### config.mk
export PLATFORM = sky130hd
export DESIGN_NAME = axil_config_master_flat
export DESIGN_NICKNAME = d
export VERILOG_FILES = /design/src/rtl/axil_config_master_if.sv /design/src/rtl/axil_config_master.sv /design/src/flat_wrapper.sv
export SDC_FILE = /design/constraint.sdc
export NUM_CORES = 1
export LEC_CHECK = 0
export BUFFER_PORTS_ARGS = -buffer_cell sky130_fd_sc_hd__buf_4
export CAP_MARGIN = 25
export CORE_MARGIN = 8
export CORE_UTILIZATION = 42
export CTS_BUF_LIST = sky130_fd_sc_hd__clkbuf_4 sky130_fd_sc_hd__clkbuf_8
export DETAILED_ROUTE_END_ITERATION = 10
export MAX_ROUTING_LAYER = met4
export PLACE_DENSITY = 0.82
export SETUP_SLACK_MARGIN = 0.1
export SYNTH_ARGS = -nofsm -noshare
export SYNTH_HDL_FRONTEND = slang
export SYNTH_SLANG_ARGS = --single-unit
### constraint.sdc
create_clock -name clk -period 4 [get_ports clk]
set_input_delay 0.2 -clock clk [delete_from_list [all_inputs] [get_ports clk]]
set_output_delay 0.2 -clock clk [all_outputs]
set_load 0.05 [all_outputs]
### src/rtl/axil_config_master_if.sv
// AXI4-Lite channel bundle used between axil_config_master and the
// configuration slave.
//   master modport: drives aw/w/ar payload+valid, bready, rready
//   slave  modport: drives awready, wready, arready, b/r payload+valid
interface axil_config_master_if #(
  parameter int ADDR_BITS = 32,
  parameter int DATA_BITS = 64
);
  logic [ADDR_BITS-1:0]   awaddr;
  logic [2:0]             awprot;
  logic                   awvalid;
  logic                   awready;
  logic [DATA_BITS-1:0]   wdata;
  logic [DATA_BITS/8-1:0] wstrb;
  logic                   wvalid;
  logic                   wready;
  logic [1:0]             bresp;
  logic                   bvalid;
  logic                   bready;
  logic [ADDR_BITS-1:0]   araddr;
  logic [2:0]             arprot;
  logic                   arvalid;
  logic                   arready;
  logic [DATA_BITS-1:0]   rdata;
  logic [1:0]             rresp;
  logic                   rvalid;
  logic                   rready;

  modport master (
    output awaddr, awprot, awvalid, input awready,
    output wdata, wstrb, wvalid, input wready,
    input bresp, bvalid, output bready,
    output araddr, arprot, arvalid, input arready,
    input rdata, rresp, rvalid, output rready
  );

  modport slave (
    input awaddr, awprot, awvalid, output awready,
    input wdata, wstrb, wvalid, output wready,
    output bresp, bvalid, input bready,
    input araddr, arprot, arvalid, output arready,
    output rdata, rresp, rvalid, input rready
  );
endinterface

### src/rtl/axil_config_master.sv
// AXI4-Lite initiator for the configuration address space.
// Turns one command (register index, data, read/write) into a single
// AXI4-Lite transaction and returns exactly one response per command.
// Only one transaction is ever outstanding; an optional response timeout
// reports error 2'b11 and then drains the late AXI beat silently.
// Ports:
//   clk, rst                          clock, synchronous active-high reset
//   cmd_valid/ready/write/reg/data    command stream in
//   rsp_valid/ready/write/data/error  response stream out (registered)
//   axi_ctrl                          AXI4-Lite master port
module axil_config_master #(
  parameter int REG_IDX_BITS   = 16,
  parameter int ADDR_LSB       = 3,
  parameter int TIMEOUT_CYCLES = 1024,
  parameter int AXIL_ADDR_BITS = 32,
  parameter int AXIL_DATA_BITS = 64
) (
  input  logic                      clk,
  input  logic                      rst,
  input  logic                      cmd_valid,
  output logic                      cmd_ready,
  input  logic                      cmd_write,
  input  logic [REG_IDX_BITS-1:0]   cmd_reg,
  input  logic [AXIL_DATA_BITS-1:0] cmd_data,
  output logic                      rsp_valid,
  input  logic                      rsp_ready,
  output logic                      rsp_write,
  output logic [AXIL_DATA_BITS-1:0] rsp_data,
  output logic [1:0]                rsp_error,
  axil_config_master_if.master      axi_ctrl
);
  typedef enum logic [2:0] {IDLE, WR_REQ, WR_RESP, RD_REQ, RD_RESP, RESP, DRAIN} state_t;

  localparam logic [15:0] TMO_LIMIT = 16'(TIMEOUT_CYCLES);
  localparam bit          TMO_EN    = (TIMEOUT_CYCLES != 0);

  state_t                    state_reg, state_next;
  logic                      awvalid_reg, awvalid_next, wvalid_reg, wvalid_next;
  logic                      arvalid_reg, arvalid_next;
  logic                      bready_reg, bready_next, rready_reg, rready_next;
  logic                      aw_done_reg, aw_done_next, w_done_reg, w_done_next;
  logic [AXIL_ADDR_BITS-1:0] awaddr_reg, awaddr_next, araddr_reg, araddr_next;
  logic [AXIL_DATA_BITS-1:0] wdata_reg, wdata_next;
  logic                      rsp_valid_reg, rsp_valid_next, rsp_write_reg, rsp_write_next;
  logic [AXIL_DATA_BITS-1:0] rsp_data_reg, rsp_data_next;
  logic [1:0]                rsp_error_reg, rsp_error_next;
  logic [15:0]               tmo_cnt_reg, tmo_cnt_next;

  logic                      aw_hs, w_hs, ar_hs, b_hs, r_hs, tmo_hit, go_tmo;
  logic [AXIL_ADDR_BITS-1:0] cmd_addr;

  assign cmd_addr = AXIL_ADDR_BITS'({cmd_reg, {ADDR_LSB{1'b0}}});
  assign aw_hs    = awvalid_reg & axi_ctrl.awready;
  assign w_hs     = wvalid_reg & axi_ctrl.wready;
  assign ar_hs    = arvalid_reg & axi_ctrl.arready;
  assign b_hs     = bready_reg & axi_ctrl.bvalid;
  assign r_hs     = rready_reg & axi_ctrl.rvalid;
  assign tmo_hit  = TMO_EN && (tmo_cnt_reg == TMO_LIMIT);

  always_ff @(posedge clk) begin
    if (rst) begin
      state_reg     <= IDLE;
      awvalid_reg   <= 1'b0;
      wvalid_reg    <= 1'b0;
      arvalid_reg   <= 1'b0;
      bready_reg    <= 1'b0;
      rready_reg    <= 1'b0;
      aw_done_reg   <= 1'b0;
      w_done_reg    <= 1'b0;
      awaddr_reg    <= '0;
      araddr_reg    <= '0;
      wdata_reg     <= '0;
      rsp_valid_reg <= 1'b0;
      rsp_write_reg <= 1'b0;
      rsp_data_reg  <= '0;
      rsp_error_reg <= 2'b00;
      tmo_cnt_reg   <= '0;
    end else begin
      state_reg     <= state_next;
      awvalid_reg   <= awvalid_next;
      wvalid_reg    <= wvalid_next;
      arvalid_reg   <= arvalid_next;
      bready_reg    <= bready_next;
      rready_reg    <= rready_next;
      aw_done_reg   <= aw_done_next;
      w_done_reg    <= w_done_next;
      awaddr_reg    <= awaddr_next;
      araddr_reg    <= araddr_next;
      wdata_reg     <= wdata_next;
      rsp_valid_reg <= rsp_valid_next;
      rsp_write_reg <= rsp_write_next;
      rsp_data_reg  <= rsp_data_next;
      rsp_error_reg <= rsp_error_next;
      tmo_cnt_reg   <= tmo_cnt_next;
    end
  end

  always_comb begin
    state_next     = state_reg;
    awvalid_next   = awvalid_reg;
    wvalid_next    = wvalid_reg;
    arvalid_next   = arvalid_reg;
    bready_next    = bready_reg;
    rready_next    = rready_reg;
    aw_done_next   = aw_done_reg;
    w_done_next    = w_done_reg;
    awaddr_next    = awaddr_reg;
    araddr_next    = araddr_reg;
    wdata_next     = wdata_reg;
    rsp_valid_next = rsp_valid_reg;
    rsp_write_next = rsp_write_reg;
    rsp_data_next  = rsp_data_reg;
    rsp_error_next = rsp_error_reg;
    tmo_cnt_next   = tmo_cnt_reg;
    go_tmo         = 1'b0;

    case (state_reg)
      IDLE: begin
        if (cmd_valid) begin
          tmo_cnt_next   = '0;
          rsp_write_next = cmd_write;
          rsp_data_next  = '0;
          rsp_error_next = 2'b00;
          if (cmd_write) begin
            awaddr_next  = cmd_addr;
            wdata_next   = cmd_data;
            awvalid_next = 1'b1;
            wvalid_next  = 1'b1;
            bready_next  = 1'b1;
            aw_done_next = 1'b0;
            w_done_next  = 1'b0;
            state_next   = WR_REQ;
          end else begin
            araddr_next  = cmd_addr;
            arvalid_next = 1'b1;
            rready_next  = 1'b1;
            state_next   = RD_REQ;
          end
        end
      end
      WR_REQ: begin
        tmo_cnt_next = tmo_cnt_reg + 16'd1;
        if (aw_hs) begin
          awvalid_next = 1'b0;
          aw_done_next = 1'b1;
        end
        if (w_hs) begin
          wvalid_next = 1'b0;
          w_done_next = 1'b1;
        end
        // An early B beat is captured here; bready dropping marks it as seen.
        if (b_hs) begin
          bready_next    = 1'b0;
          rsp_error_next = axi_ctrl.bresp;
        end
        if (aw_done_next && w_done_next) begin
          if (!bready_next) begin
            rsp_valid_next = 1'b1;
            state_next     = RESP;
          end else if (tmo_hit) begin
            go_tmo = 1'b1;
          end else begin
            state_next = WR_RESP;
          end
        end else if (tmo_hit) begin
          go_tmo = 1'b1;
        end
      end
      WR_RESP: begin
        tmo_cnt_next = tmo_cnt_reg + 16'd1;
        if (b_hs) begin
          bready_next    = 1'b0;
          rsp_error_next = axi_ctrl.bresp;
          rsp_valid_next = 1'b1;
          state_next     = RESP;
        end else if (tmo_hit) begin
          go_tmo = 1'b1;
        end
      end
      RD_REQ, RD_RESP: begin
        tmo_cnt_next = tmo_cnt_reg + 16'd1;
        if (ar_hs) arvalid_next = 1'b0;
        if (r_hs) begin
          // An R beat implies the address was taken, so arvalid is done too.
          arvalid_next   = 1'b0;
          rready_next    = 1'b0;
          rsp_data_next  = axi_ctrl.rdata;
          rsp_error_next = axi_ctrl.rresp;
          rsp_valid_next = 1'b1;
          state_next     = RESP;
        end else if (tmo_hit) begin
          go_tmo = 1'b1;
        end else if (ar_hs) begin
          state_next = RD_RESP;
        end
      end
      RESP: begin
        if (rsp_ready) begin
          rsp_valid_next = 1'b0;
          state_next     = IDLE;
        end
      end
      DRAIN: begin
        // Let every pending beat finish; the late B/R payload is dropped.
        if (aw_hs) awvalid_next = 1'b0;
        if (w_hs)  wvalid_next  = 1'b0;
        if (ar_hs) arvalid_next = 1'b0;
        if (b_hs)  bready_next  = 1'b0;
        if (r_hs)  rready_next  = 1'b0;
        if (rsp_ready) rsp_valid_next = 1'b0;
        if (!(awvalid_next | wvalid_next | arvalid_next | bready_next |
              rready_next | rsp_valid_next))
          state_next = IDLE;
      end
      default: state_next = IDLE;
    endcase

    if (go_tmo) begin
      rsp_valid_next = 1'b1;
      rsp_error_next = 2'b11;
      rsp_data_next  = '0;
      state_next     = DRAIN;
    end
  end

  assign cmd_ready        = (state_reg == IDLE) & !rst;
  assign rsp_valid        = rsp_valid_reg;
  assign rsp_write        = rsp_write_reg;
  assign rsp_data         = rsp_data_reg;
  assign rsp_error        = rsp_error_reg;
  assign axi_ctrl.awaddr  = awaddr_reg;
  assign axi_ctrl.awprot  = 3'b000;
  assign axi_ctrl.awvalid = awvalid_reg;
  assign axi_ctrl.wdata   = wdata_reg;
  assign axi_ctrl.wstrb   = '1;
  assign axi_ctrl.wvalid  = wvalid_reg;
  assign axi_ctrl.bready  = bready_reg;
  assign axi_ctrl.araddr  = araddr_reg;
  assign axi_ctrl.arprot  = 3'b000;
  assign axi_ctrl.arvalid = arvalid_reg;
  assign axi_ctrl.rready  = rready_reg;
endmodule
### src/flat_wrapper.sv
// flat-port wrapper written by rule: the top's interface ports become plain ports
module axil_config_master_flat 
#(
  parameter int REG_IDX_BITS   = 16,
  parameter int ADDR_LSB       = 3,
  parameter int TIMEOUT_CYCLES = 1024,
  parameter int AXIL_ADDR_BITS = 32,
  parameter int AXIL_DATA_BITS = 64
)
  (clk, rst, cmd_valid, cmd_ready, cmd_write, cmd_reg, cmd_data, rsp_valid, rsp_ready, rsp_write, rsp_data, rsp_error, axi_ctrl_awaddr, axi_ctrl_awprot, axi_ctrl_awvalid, axi_ctrl_awready, axi_ctrl_wdata, axi_ctrl_wstrb, axi_ctrl_wvalid, axi_ctrl_wready, axi_ctrl_bresp, axi_ctrl_bvalid, axi_ctrl_bready, axi_ctrl_araddr, axi_ctrl_arprot, axi_ctrl_arvalid, axi_ctrl_arready, axi_ctrl_rdata, axi_ctrl_rresp, axi_ctrl_rvalid, axi_ctrl_rready);
  axil_config_master_if axi_ctrl_i ();
  input  logic clk;
  input  logic rst;
  input  logic cmd_valid;
  output logic cmd_ready;
  input  logic cmd_write;
  input  logic [REG_IDX_BITS-1:0] cmd_reg;
  input  logic [AXIL_DATA_BITS-1:0] cmd_data;
  output logic rsp_valid;
  input  logic rsp_ready;
  output logic rsp_write;
  output logic [AXIL_DATA_BITS-1:0] rsp_data;
  output logic [1:0] rsp_error;
  output wire logic [$bits(axi_ctrl_i.awaddr)-1:0] axi_ctrl_awaddr;
  output wire logic [$bits(axi_ctrl_i.awprot)-1:0] axi_ctrl_awprot;
  output wire logic [$bits(axi_ctrl_i.awvalid)-1:0] axi_ctrl_awvalid;
  input wire logic [$bits(axi_ctrl_i.awready)-1:0] axi_ctrl_awready;
  output wire logic [$bits(axi_ctrl_i.wdata)-1:0] axi_ctrl_wdata;
  output wire logic [$bits(axi_ctrl_i.wstrb)-1:0] axi_ctrl_wstrb;
  output wire logic [$bits(axi_ctrl_i.wvalid)-1:0] axi_ctrl_wvalid;
  input wire logic [$bits(axi_ctrl_i.wready)-1:0] axi_ctrl_wready;
  input wire logic [$bits(axi_ctrl_i.bresp)-1:0] axi_ctrl_bresp;
  input wire logic [$bits(axi_ctrl_i.bvalid)-1:0] axi_ctrl_bvalid;
  output wire logic [$bits(axi_ctrl_i.bready)-1:0] axi_ctrl_bready;
  output wire logic [$bits(axi_ctrl_i.araddr)-1:0] axi_ctrl_araddr;
  output wire logic [$bits(axi_ctrl_i.arprot)-1:0] axi_ctrl_arprot;
  output wire logic [$bits(axi_ctrl_i.arvalid)-1:0] axi_ctrl_arvalid;
  input wire logic [$bits(axi_ctrl_i.arready)-1:0] axi_ctrl_arready;
  input wire logic [$bits(axi_ctrl_i.rdata)-1:0] axi_ctrl_rdata;
  input wire logic [$bits(axi_ctrl_i.rresp)-1:0] axi_ctrl_rresp;
  input wire logic [$bits(axi_ctrl_i.rvalid)-1:0] axi_ctrl_rvalid;
  output wire logic [$bits(axi_ctrl_i.rready)-1:0] axi_ctrl_rready;
  assign axi_ctrl_awaddr = axi_ctrl_i.awaddr;
  assign axi_ctrl_awprot = axi_ctrl_i.awprot;
  assign axi_ctrl_awvalid = axi_ctrl_i.awvalid;
  assign axi_ctrl_i.awready = axi_ctrl_awready;
  assign axi_ctrl_wdata = axi_ctrl_i.wdata;
  assign axi_ctrl_wstrb = axi_ctrl_i.wstrb;
  assign axi_ctrl_wvalid = axi_ctrl_i.wvalid;
  assign axi_ctrl_i.wready = axi_ctrl_wready;
  assign axi_ctrl_i.bresp = axi_ctrl_bresp;
  assign axi_ctrl_i.bvalid = axi_ctrl_bvalid;
  assign axi_ctrl_bready = axi_ctrl_i.bready;
  assign axi_ctrl_araddr = axi_ctrl_i.araddr;
  assign axi_ctrl_arprot = axi_ctrl_i.arprot;
  assign axi_ctrl_arvalid = axi_ctrl_i.arvalid;
  assign axi_ctrl_i.arready = axi_ctrl_arready;
  assign axi_ctrl_i.rdata = axi_ctrl_rdata;
  assign axi_ctrl_i.rresp = axi_ctrl_rresp;
  assign axi_ctrl_i.rvalid = axi_ctrl_rvalid;
  assign axi_ctrl_rready = axi_ctrl_i.rready;
  axil_config_master #(.REG_IDX_BITS(REG_IDX_BITS), .ADDR_LSB(ADDR_LSB), .TIMEOUT_CYCLES(TIMEOUT_CYCLES), .AXIL_ADDR_BITS(AXIL_ADDR_BITS), .AXIL_DATA_BITS(AXIL_DATA_BITS)) u_core (.clk(clk), .rst(rst), .cmd_valid(cmd_valid), .cmd_ready(cmd_ready), .cmd_write(cmd_write), .cmd_reg(cmd_reg), .cmd_data(cmd_data), .rsp_valid(rsp_valid), .rsp_ready(rsp_ready), .rsp_write(rsp_write), .rsp_data(rsp_data), .rsp_error(rsp_error), .axi_ctrl(axi_ctrl_i));
endmodule
==> run summary, run 1 <==
status - finished clean
hold slack - 32.2 ps
setup tns final - 0 ps
leading area contributor after synthesis - dfxtp_1
global-route wire length before repair - 44.9 mm
Hold Vio Cnt, Final - 0
Starting Density - 0.427
setup violators final - 0
Worst-Margin Slew - 840 ps
Top Ports - 374
Top Family by Delay on Critical Path - simple AND/OR/NAND/NOR gates
post_cts resized - 0
Layout area overhead - 55.2%
Core Area - 18000 um2
mapped cell area - 7680 um2
CTS Buf Count - 17
clk sinks - 190
crit path capture type - flip-flop
Die Y-Extent - 151 um
cts hold-fix bufs - 144
placed wire-length estimate - 19.1 mm
maximum clock frequency - 0.357 GHz
hold path start - axi_ctrl_wready
First DRT Iteration DRCs - 615
port bufs - 327
crit path cell chain - or3b_4 > a21o_1 > a31o_1 > nand2b_2 > buf_4 > a21oi_1
yosys warns - 0
max-slew violations - 0
Tcrit/Tclk final - 0.701
max cap viols - 0
Crit path largest cell delay - 770 ps
Final WS setup - 1200 ps
Distinct cells, synth - 54
FF-to-FF path depth - 6
die area - 22900 um2
total chip power - 0.00608 W
DR vias/cell - 5.23
nets - 1569
insertion delay to the later sink of the worst-skew pair - 470 ps
Clock transition at path regs - 100 ps
xor-xnor portion of the synthesized cell area - 0.0114
commonest cells in the netlist - 277 x nand2_1, 190 x dfxtp_1, 181 x a21oi_1, 72 x nand3_1, 53 x buf_4
post-synthesis mux area share - 0.00701
Hold WC Path Type - primary input to flip-flop
combinational family with the most area after synthesis - simple AND/OR/NAND/NOR gates
Setup CP Type - flip-flop to flip-flop
Post-DP Area - 10000 um2
Synth Area in Simple Gates - 0.238
setup repair after global routing missed its margin - false
maximum VDD drop - 0.299 mV
number of synthesized register bits - 190
Synth top area share - 0.495
cells after synthesis - 980
Critical Path Slowest Stage Cell - dfxtp_1
number of enable-type register cells in the synthesized netlist - 0
layout cell share with drive strength beyond 1 - 0.271
Clock Path Buffers - 2
Rows - 49
R2R Setup Slk - 1200 ps
Compound-Gate Fraction of Synth Area - 0.154
Most used DFF post-synth - dfxtp_1
CTS tree - built
remaining global-route overflow - 0
P per Cell Area - 510 nW/um2
Die Wd - 151 um
Hold Path Stages - 3
# Post-CTS Setup Buffers - 0
final setup skew - 21.5 ps
Seq/Total Area, Yosys - 0.495
largest net degree at the start of global routing - 75
first drt pass iteration count - 5
GP Congestion - 0.848
DR vias - 8639
post-route cell area - 11900 um2
r2r startpoint - u_core.state_reg[2]
# H-tree levels - 4
Synth area leaders - dfxtp_1 50%, nand2_1 14%, a21oi_1 12%
CTS root buf - clkbuf_8
Synth Area per Inst - 7.83 um2
CP startpoint - u_core.state_reg[2]
GRT Overall Usage - 0.255
Critical Path Start Type - flip-flop
Critical Path RT - 4350 ps
Hold Path Sink - u_core.w_done_reg
DRC errors left - 0
critical-path maximum fanout - 34
Worst R2R End - u_core.rsp_data[25]
Slew HR - 0.440
pre-CTS setup slack - 1250 ps
DR WL/cell - 18.2 um
number of global-route vias before repair - 8518
Final Critical Period - 2800 ps
Fillers - 1318
Final ANT Viol Nets - 0
Lkg Pwr - 5.01 nW
Synth Area in Adders - 0.00326
ys async rst share - 0
final wirelength - 30.0 mm
Critical Path AT - 3150 ps
crit path buf inv count - 1
initial antenna violation count - 0
most numerous cell in the Yosys netlist - nand2_1
## worst reg2reg max path: stages (launching register included)
cell	delay [ps]
dfxtp_1	770
or3b_4	480
a21o_1	200
a31o_1	250
nand2b_2	530
buf_4	380
a21oi_1	80
## final cells by class
type / count / area (um2) / share of cell area
timing repair buffer: 482 / 3990 / 0.335
sequential: 190 / 3800 / 0.319
multi-input combinational: 710 / 3370 / 0.283
tap: 229 / 287 / 0.0241
clock buffer: 19 / 255 / 0.0214
clock inverter: 13 / 170 / 0.0143
inverter: 8 / 30.0 / 0.00252
antenna: 1 / 2.50 / 0.000210
## stage by stage
step,utilization,std cells
2_1_floorplan,-,1024
3_3_place_gp,0.558,1474
3_5_place_dp,0.559,1475
4_1_cts,0.663,1651
5_1_grt,0.663,1651
6_report,0.663,1652
## worst max path at each step
stage	to	slack, ps	cells after the start
after detailed placement	u_core.rsp_data[20]	1250	6
after global placement	u_core.rsp_data[21]	1310	6
after floorplan	u_core.state_reg[2]	2060	6
after CTS	u_core.rsp_data[14]	1240	6
final	u_core.rsp_data[25]	1200	6
after global routing	u_core.rsp_data[10]	1020	6
## cells by family after synthesis
family | after synthesis
other cells | 2
fa+ha+maj | 2
simple gates | 430
xor+xnor | 10
buf+inv | 124
compound gates | 218
mux | 4
flops | 190
## power breakdown
group	internal (W)	switching, W
sequential	0.00209	0.000180
clock	0.000556	0.000787
combinational	0.000768	0.00170
total	0.00342	0.00266
## layout by cell type (no fill, tap or decap), types with 3 or more instances in the layout
master / n
buf_4: 337
nand2_1: 275
dfxtp_1: 190
a21oi_1: 181
dlygate4sd3_1: 144
nand3_1: 71
conb_1: 46
nor2_1: 38
clkbuf_8: 18
nor3_1: 11
o21ai_0: 10
inv_1: 8
xor2_1: 7
nor2b_1: 5
nand4_1: 4
a32oi_1: 4
inv_6: 4
clkinv_8: 4
nand2_2: 3
o31ai_1: 3
a21o_1: 3
nor4b_1: 3
xnor2_1: 3
## per-layer routing
layer	vias to the layer above	wire length, um	share of wire	global-route usage
met2	534	15100	0.50	0.430
li1	4037	-	-	-
met4	0	620	0.021	0.0985
met3	50	3370	0.11	0.0708
met5	-	0	0	-
met1	4018	11000	0.37	0.282
Power figures use the tool's default switching activity.
==> run 2, diff against run 1 <==
==> constraint.sdc (replaced) <==
create_clock -name clk -period 2.6 [get_ports clk]
set_input_delay 0.13 -clock clk [delete_from_list [all_inputs] [get_ports clk]]
set_output_delay 0.13 -clock clk [all_outputs]
set_load 0.05 [all_outputs]
==> run 2 against run 1 <==
Net effect:
- sequential power grew 52%
- largest power group unchanged
- cell area is 1.0% higher
- worst hold slack improved by 10 ps
- sequential cell count unchanged
- fmax rose by 26%
- sequential share of layout area fell by 0.32 points
- die area unchanged
- clock power up 48%
- first-iteration DRC count decreased by 28%
==> run summary, run 2 (synthesis results as in run 1) <==
layout cell share with drive strength beyond 1 - 0.273 (was 0.271)
Switch Pwr - 0.00412 W (was 0.00266 W)
die area - 22900 um2 (unchanged)
CTS tree - built (unchanged)
Die Y-Extent - 151 um (unchanged)
Final ANT Viol Nets - 0 (unchanged)
Sequential Power Share - 0.369 (was 0.373)
critical-path maximum fanout - 36 (was 34)
setup tns final - 0 ps (unchanged)
M1 WL - 10.9 mm (was 11.0 mm)
Fillers - 1320 (was 1318)
global-route wire length before repair - 44.8 mm (was 44.9 mm)
DR vias/cell - 5.19 (was 5.23)
Die Wd - 151 um (unchanged)
pre-CTS setup slack - 426 ps (was 1250 ps)
Worst-Margin Slew - 667 ps (was 840 ps)
initial antenna violation count - 0 (unchanged)
GP Congestion - 0.888 (was 0.848)
P per Cell Area - 777 nW/um2 (was 510 nW/um2)
register area - 3800 um2 (unchanged)
Critical Path RT - 2980 ps (was 4350 ps)
placed wire-length estimate - 19.0 mm (was 19.1 mm)
Tcrit/Tclk final - 0.859 (was 0.701)
Final Critical Period - 2230 ps (was 2800 ps)
Slew HR - 0.556 (was 0.440)
Hold WC Path Type - primary input to flip-flop (unchanged)
met3 wire len - 3.26 mm (was 3.37 mm)
largest net degree at the start of global routing - 77 (was 75)
crit path capture type - flip-flop (unchanged)
combinational share of power - 0.420 (was 0.406)
Critical Path AT - 2610 ps (was 3150 ps)
status - finished clean (unchanged)
remaining global-route overflow - 0 (unchanged)
Post-DP Area - 10200 um2 (was 10000 um2)
Final WS setup - 367 ps (was 1200 ps)
Core Area - 18000 um2 (unchanged)
nets - 1577 (was 1569)
DR WL/cell - 18.1 um (was 18.2 um)
final wirelength - 30.1 mm (was 30.0 mm)
Setup CP Type - flip-flop to flip-flop (unchanged)
Starting Density - 0.427 (unchanged)
DR vias - 8602 (was 8639)
maximum clock frequency - 0.448 GHz (was 0.357 GHz)
Switching Share - 0.441 (was 0.438)
# Post-CTS Setup Buffers - 0 (unchanged)
clk sinks - 190 (unchanged)
leading cell type in the layout, fill and taps excluded - buf_4 (unchanged)
Rows - 49 (unchanged)
Critical Path Start Type - flip-flop (unchanged)
# H-tree levels - 4 (unchanged)
Hold Vio Cnt, Final - 0 (unchanged)
Layout area overhead - 56.7% (was 55.2%)
DRC errors left - 0 (unchanged)
DR top layer - met4 (unchanged)
insertion delay to the later sink of the worst-skew pair - 470 ps (about the same)
final setup skew - 24.8 ps (was 21.5 ps)
antenna fix cells - 0 (was 1)
Clock Path Buffers - 2 (unchanged)
First DRT Iteration DRCs - 443 (was 615)
max-slew violations - 0 (unchanged)
Lkg Pwr - 5.06 nW (was 5.01 nW)
clock power share - 0.212 (was 0.221)
total chip power - 0.00935 W (was 0.00608 W)
setup repair after global routing missed its margin - false (unchanged)
port bufs - 327 (unchanged)
footprint of the multi-input gates - 3370 um2 (unchanged)
maximum VDD drop - 0.452 mV (was 0.299 mV)
CTS root buf - clkbuf_8 (unchanged)
number of global-route vias before repair - 8556 (was 8518)
Top Ports - 374 (unchanged)
setup violators final - 0 (unchanged)
first drt pass iteration count - 5 (unchanged)
internal power - 0.00522 W (was 0.00342 W)
most frequent cells in the layout - 336 x buf_4, 275 x nand2_1, 190 x dfxtp_1 (was 337 x buf_4, 275 x nand2_1, 190 x dfxtp_1)
post-route cell area - 12000 um2 (was 11900 um2)
GRT Overall Usage - 0.255 (about the same)
Clock transition at path regs - 100 ps (about the same)
CTS Buf Count - 17 (unchanged)
met2 WL - 15.0 mm (was 15.1 mm)
max cap viols - 0 (unchanged)
[run 2: changes by cell type in the layout (fill, tap and decap cells not counted)]
| cell | change |
|---|---|
| buf_12 | +6 |
| dlygate4sd3_1 | +3 |
| inv_6 | +3 |
| clkinv_4 | -2 |
| buf_4 | -1 |
| bufinv_16 | -1 |
| clkbuf_8 | -1 |
| clkinv_8 | +1 |
| diode_2 | -1 |
[run 2: area by class of cell]
type                    instances  area share
clock buffers                  18      0.0201
clock inverters                14      0.0137
inverters                       8     0.00250
multi-input cells             710       0.280
flip-flops and latches        190       0.316
well taps                     229      0.0238
repair buffers                490       0.344
[run 2: layer usage]
| metal | track usage | up-vias |
|---|---|---|
| met5 | - | - |
| met4 | 0.110 | 0 |
| met1 | 0.277 | 4019 |
| li1 | - | 4040 |
| met3 | 0.0789 | 80 |
| met2 | 0.424 | 463 |
[run 2: worst max-delay path, cell delays in order (launching register included)]
cell     delay [ps]
dfxtp_1         470
nor3_1          470
nand2_1         260
nand2_2         370
buf_12          250
nand3_1          90
a21oi_1         230
[run 2: stage by stage]
step	cells	hold WS [ps]	utilization
finish	1659	42.3	0.670
global route	1659	51.0	0.670
CTS	1659	17.2	0.670
detailed placement	1480	385	0.565
global placement	1480	377	0.565
floorplan	1024	266	-
[run 2: power groups by stage]
stage               Clock (W)  Combinational (W)  Sequential [W]
floorplan                   0            0.00171         0.00438
global placement            0            0.00365         0.00348
detailed placement          0            0.00368         0.00350
CTS                   0.00202            0.00387         0.00343
global route          0.00215            0.00417         0.00348
finish                0.00198            0.00392         0.00345
[run 2: worst paths after layout]
path	from	to	slack (ps)	cells past startpoint
worst max-delay path	u_core.state_reg[1]	u_core.rsp_data[19]	370	6
worst min-delay path	axi_ctrl_rresp[1]	u_core.rsp_error[1]	40	3
worst max register to register	u_core.state_reg[1]	u_core.rsp_data[19]	370	6
worst min register to register	u_core.rsp_data[6]	u_core.rsp_data[6]	460	2
[run 2: repair_timing]
item,in CTS,in global routing
resized for setup,0,0
hold endpoints to repair,163,0
hold buffers,147,0
endpoints found under the setup margin,0,0
==> run 3, diff against run 2 <==
--- a/config.mk
+++ b/config.mk
@@ -11,7 +11,6 @@
 export CORE_UTILIZATION = 42
 export CTS_BUF_LIST = sky130_fd_sc_hd__clkbuf_4 sky130_fd_sc_hd__clkbuf_8
 export DETAILED_ROUTE_END_ITERATION = 10
-export MAX_ROUTING_LAYER = met4
 export PLACE_DENSITY = 0.82
 export SETUP_SLACK_MARGIN = 0.1
 export SYNTH_ARGS = -nofsm -noshare
==> run 3 against run 2 <==
Net effect:
- critical path depth stayed put
- die area is the same
- sequential cell count stayed put
- highest routed layer unchanged
==> run summary, run 3 (synthesis results as in run 1) <==
GP Congestion - 0.874 (was 0.888)
setup tns final - 0 ps (unchanged)
Final Critical Period - 2240 ps (was 2230 ps)
number of global-route vias before repair - 8530 (was 8556)
Critical Path Start Type - flip-flop (unchanged)
largest net degree at the start of global routing - 77 (unchanged)
hold path start - axi_ctrl_rresp[1] (unchanged)
final cell count without fillers - 1660 (was 1659)
insertion delay to the later sink of the worst-skew pair - 470 ps (about the same)
DR WL/cell - 18.1 um (about the same)
Final ANT Viol Nets - 0 (unchanged)
layout cell share with drive strength beyond 1 - 0.273 (unchanged)
Critical Path RT - 2980 ps (about the same)
Rows - 49 (unchanged)
Fillers - 1321 (was 1320)
maximum clock frequency - 0.446 GHz (was 0.448 GHz)
P per Cell Area - 776 nW/um2 (was 777 nW/um2)
port bufs - 327 (unchanged)
GRT Overall Usage - 0.247 (was 0.255)
Hold Vio Cnt, Final - 0 (unchanged)
most frequent cells in the layout - 336 x buf_4, 275 x nand2_1, 190 x dfxtp_1 (unchanged)
Clock Path Buffers - 2 (unchanged)
final setup skew - 24.9 ps (was 24.8 ps)
setup violators final - 0 (unchanged)
setup repair after global routing missed its margin - false (unchanged)
initial antenna violation count - 0 (unchanged)
Hold Path Stages - 3 (unchanged)
CTS root buf - clkbuf_8 (unchanged)
r2r startpoint - u_core.state_reg[1] (unchanged)
Core Area - 18000 um2 (unchanged)
final wirelength - 30.0 mm (was 30.1 mm)
Die Y-Extent - 151 um (unchanged)
crit path capture type - flip-flop (unchanged)
Layout area overhead - 56.8% (was 56.7%)
crit path cell chain - nor3_1 > nand2_1 > nand2_2 > buf_12 > nand3_1 > a21oi_1 (unchanged)
critical-path maximum fanout - 36 (unchanged)
Critical Path Slowest Stage Cell - dfxtp_1 (unchanged)
Starting Density - 0.427 (unchanged)
status - finished clean (unchanged)
leading cell type in the layout, fill and taps excluded - buf_4 (unchanged)
Setup CP Type - flip-flop to flip-flop (unchanged)
Tcrit/Tclk final - 0.863 (was 0.859)
Hold WC Path Type - primary input to flip-flop (unchanged)
Lkg Pwr - 5.06 nW (about the same)
clk sinks - 190 (unchanged)
Worst-Margin Slew - 664 ps (was 667 ps)
Top Ports - 374 (unchanged)
# H-tree levels - 4 (unchanged)
global-route wire length before repair - 44.9 mm (was 44.8 mm)
CP startpoint - u_core.state_reg[1] (unchanged)
max cap viols - 0 (unchanged)
Crit path largest cell delay - 470 ps (about the same)
remaining global-route overflow - 0 (unchanged)
DRC errors left - 0 (unchanged)
Cells after DPL - 1480 (unchanged)
CTS Buf Count - 17 (unchanged)
register area - 3800 um2 (unchanged)
DR vias/cell - 5.15 (was 5.19)
hold slack - 43.5 ps (was 42.3 ps)
FF-to-FF path depth - 6 (unchanged)
Die Wd - 151 um (unchanged)
Critical Path AT - 2620 ps (was 2610 ps)
Slew HR - 0.557 (was 0.556)
max-slew violations - 0 (unchanged)
placed wire-length estimate - 19.0 mm (unchanged)
CTS tree - built (unchanged)
DR vias - 8553 (was 8602)
First DRT Iteration DRCs - 439 (was 443)
die area - 22900 um2 (unchanged)
first drt pass iteration count - 5 (unchanged)
nets - 1577 (unchanged)
footprint of the multi-input gates - 3370 um2 (unchanged)
Clock transition at path regs - 100 ps (about the same)
maximum VDD drop - 0.451 mV (was 0.452 mV)
==> run 3: cell types whose count changed in the layout (fill, tap and decap cells not counted), sizes merged <==
cell	before	now
diode	0	1
==> run 3: final timing paths <==
path,end,slack [ps]
worst min-delay path,u_core.rsp_error[1],40
worst max-delay path,u_core.rsp_data[19],360
worst max register to register,u_core.rsp_data[19],360
worst min register to register,u_core.rsp_data[7],460
==> run 3: power breakdown <==
group	internal, W	switching (W)	leakage, nW
Sequential	0.00322	0.000229	1.54
Clock	0.000747	0.00123	0.205
Combinational	0.00126	0.00266	3.32
Total	0.00522	0.00412	5.06
==> run 3: worst max-delay path, delay by kind of cell (launching register included) <==
family / cells / cell delay (ps)
compound gates: 1 / 230
buf+inv: 1 / 250
simple gates: 4 / 1190
flops: 1 / 470
==> run 3: what timing repair did <==
action	CTS	global route
hold buffers	147	0
resized for setup	0	0
buffers inserted	0	0
endpoints found under the hold margin	163	0
==> run 3: final cells by class <==
class | instances | share of cell area
tap | 229 | 0.0238
antenna | 1 | 0.000208
multi-input combinational | 710 | 0.280
clock buffer | 18 | 0.0201
sequential | 190 | 0.316
clock inverter | 14 | 0.0137
timing repair buffer | 490 | 0.343
inverter | 8 | 0.00249
==> run 3: stage by stage <==
stage	instance area, um2	worst slack (ps)	util	power (W)
after floorplan	7840	658	-	0.00609
after global placement	10200	517	0.565	0.00713
after detailed placement	10200	426	0.565	0.00717
after CTS	12000	409	0.670	0.00932
after global routing	12000	173	0.670	0.00980
final	12000	356	0.670	0.00935
==> run 3: metal layers <==
metal | global-route usage | wire length (um) | share of wire | up-vias
met5 | 0 | 0 | 0 | -
met1 | 0.264 | 10800 | 0.36 | 4001
li1 | - | - | - | 4041
met3 | 0.0944 | 3360 | 0.11 | 84
met4 | 0.117 | 1060 | 0.035 | 0
met2 | 0.423 | 14900 | 0.49 | 427
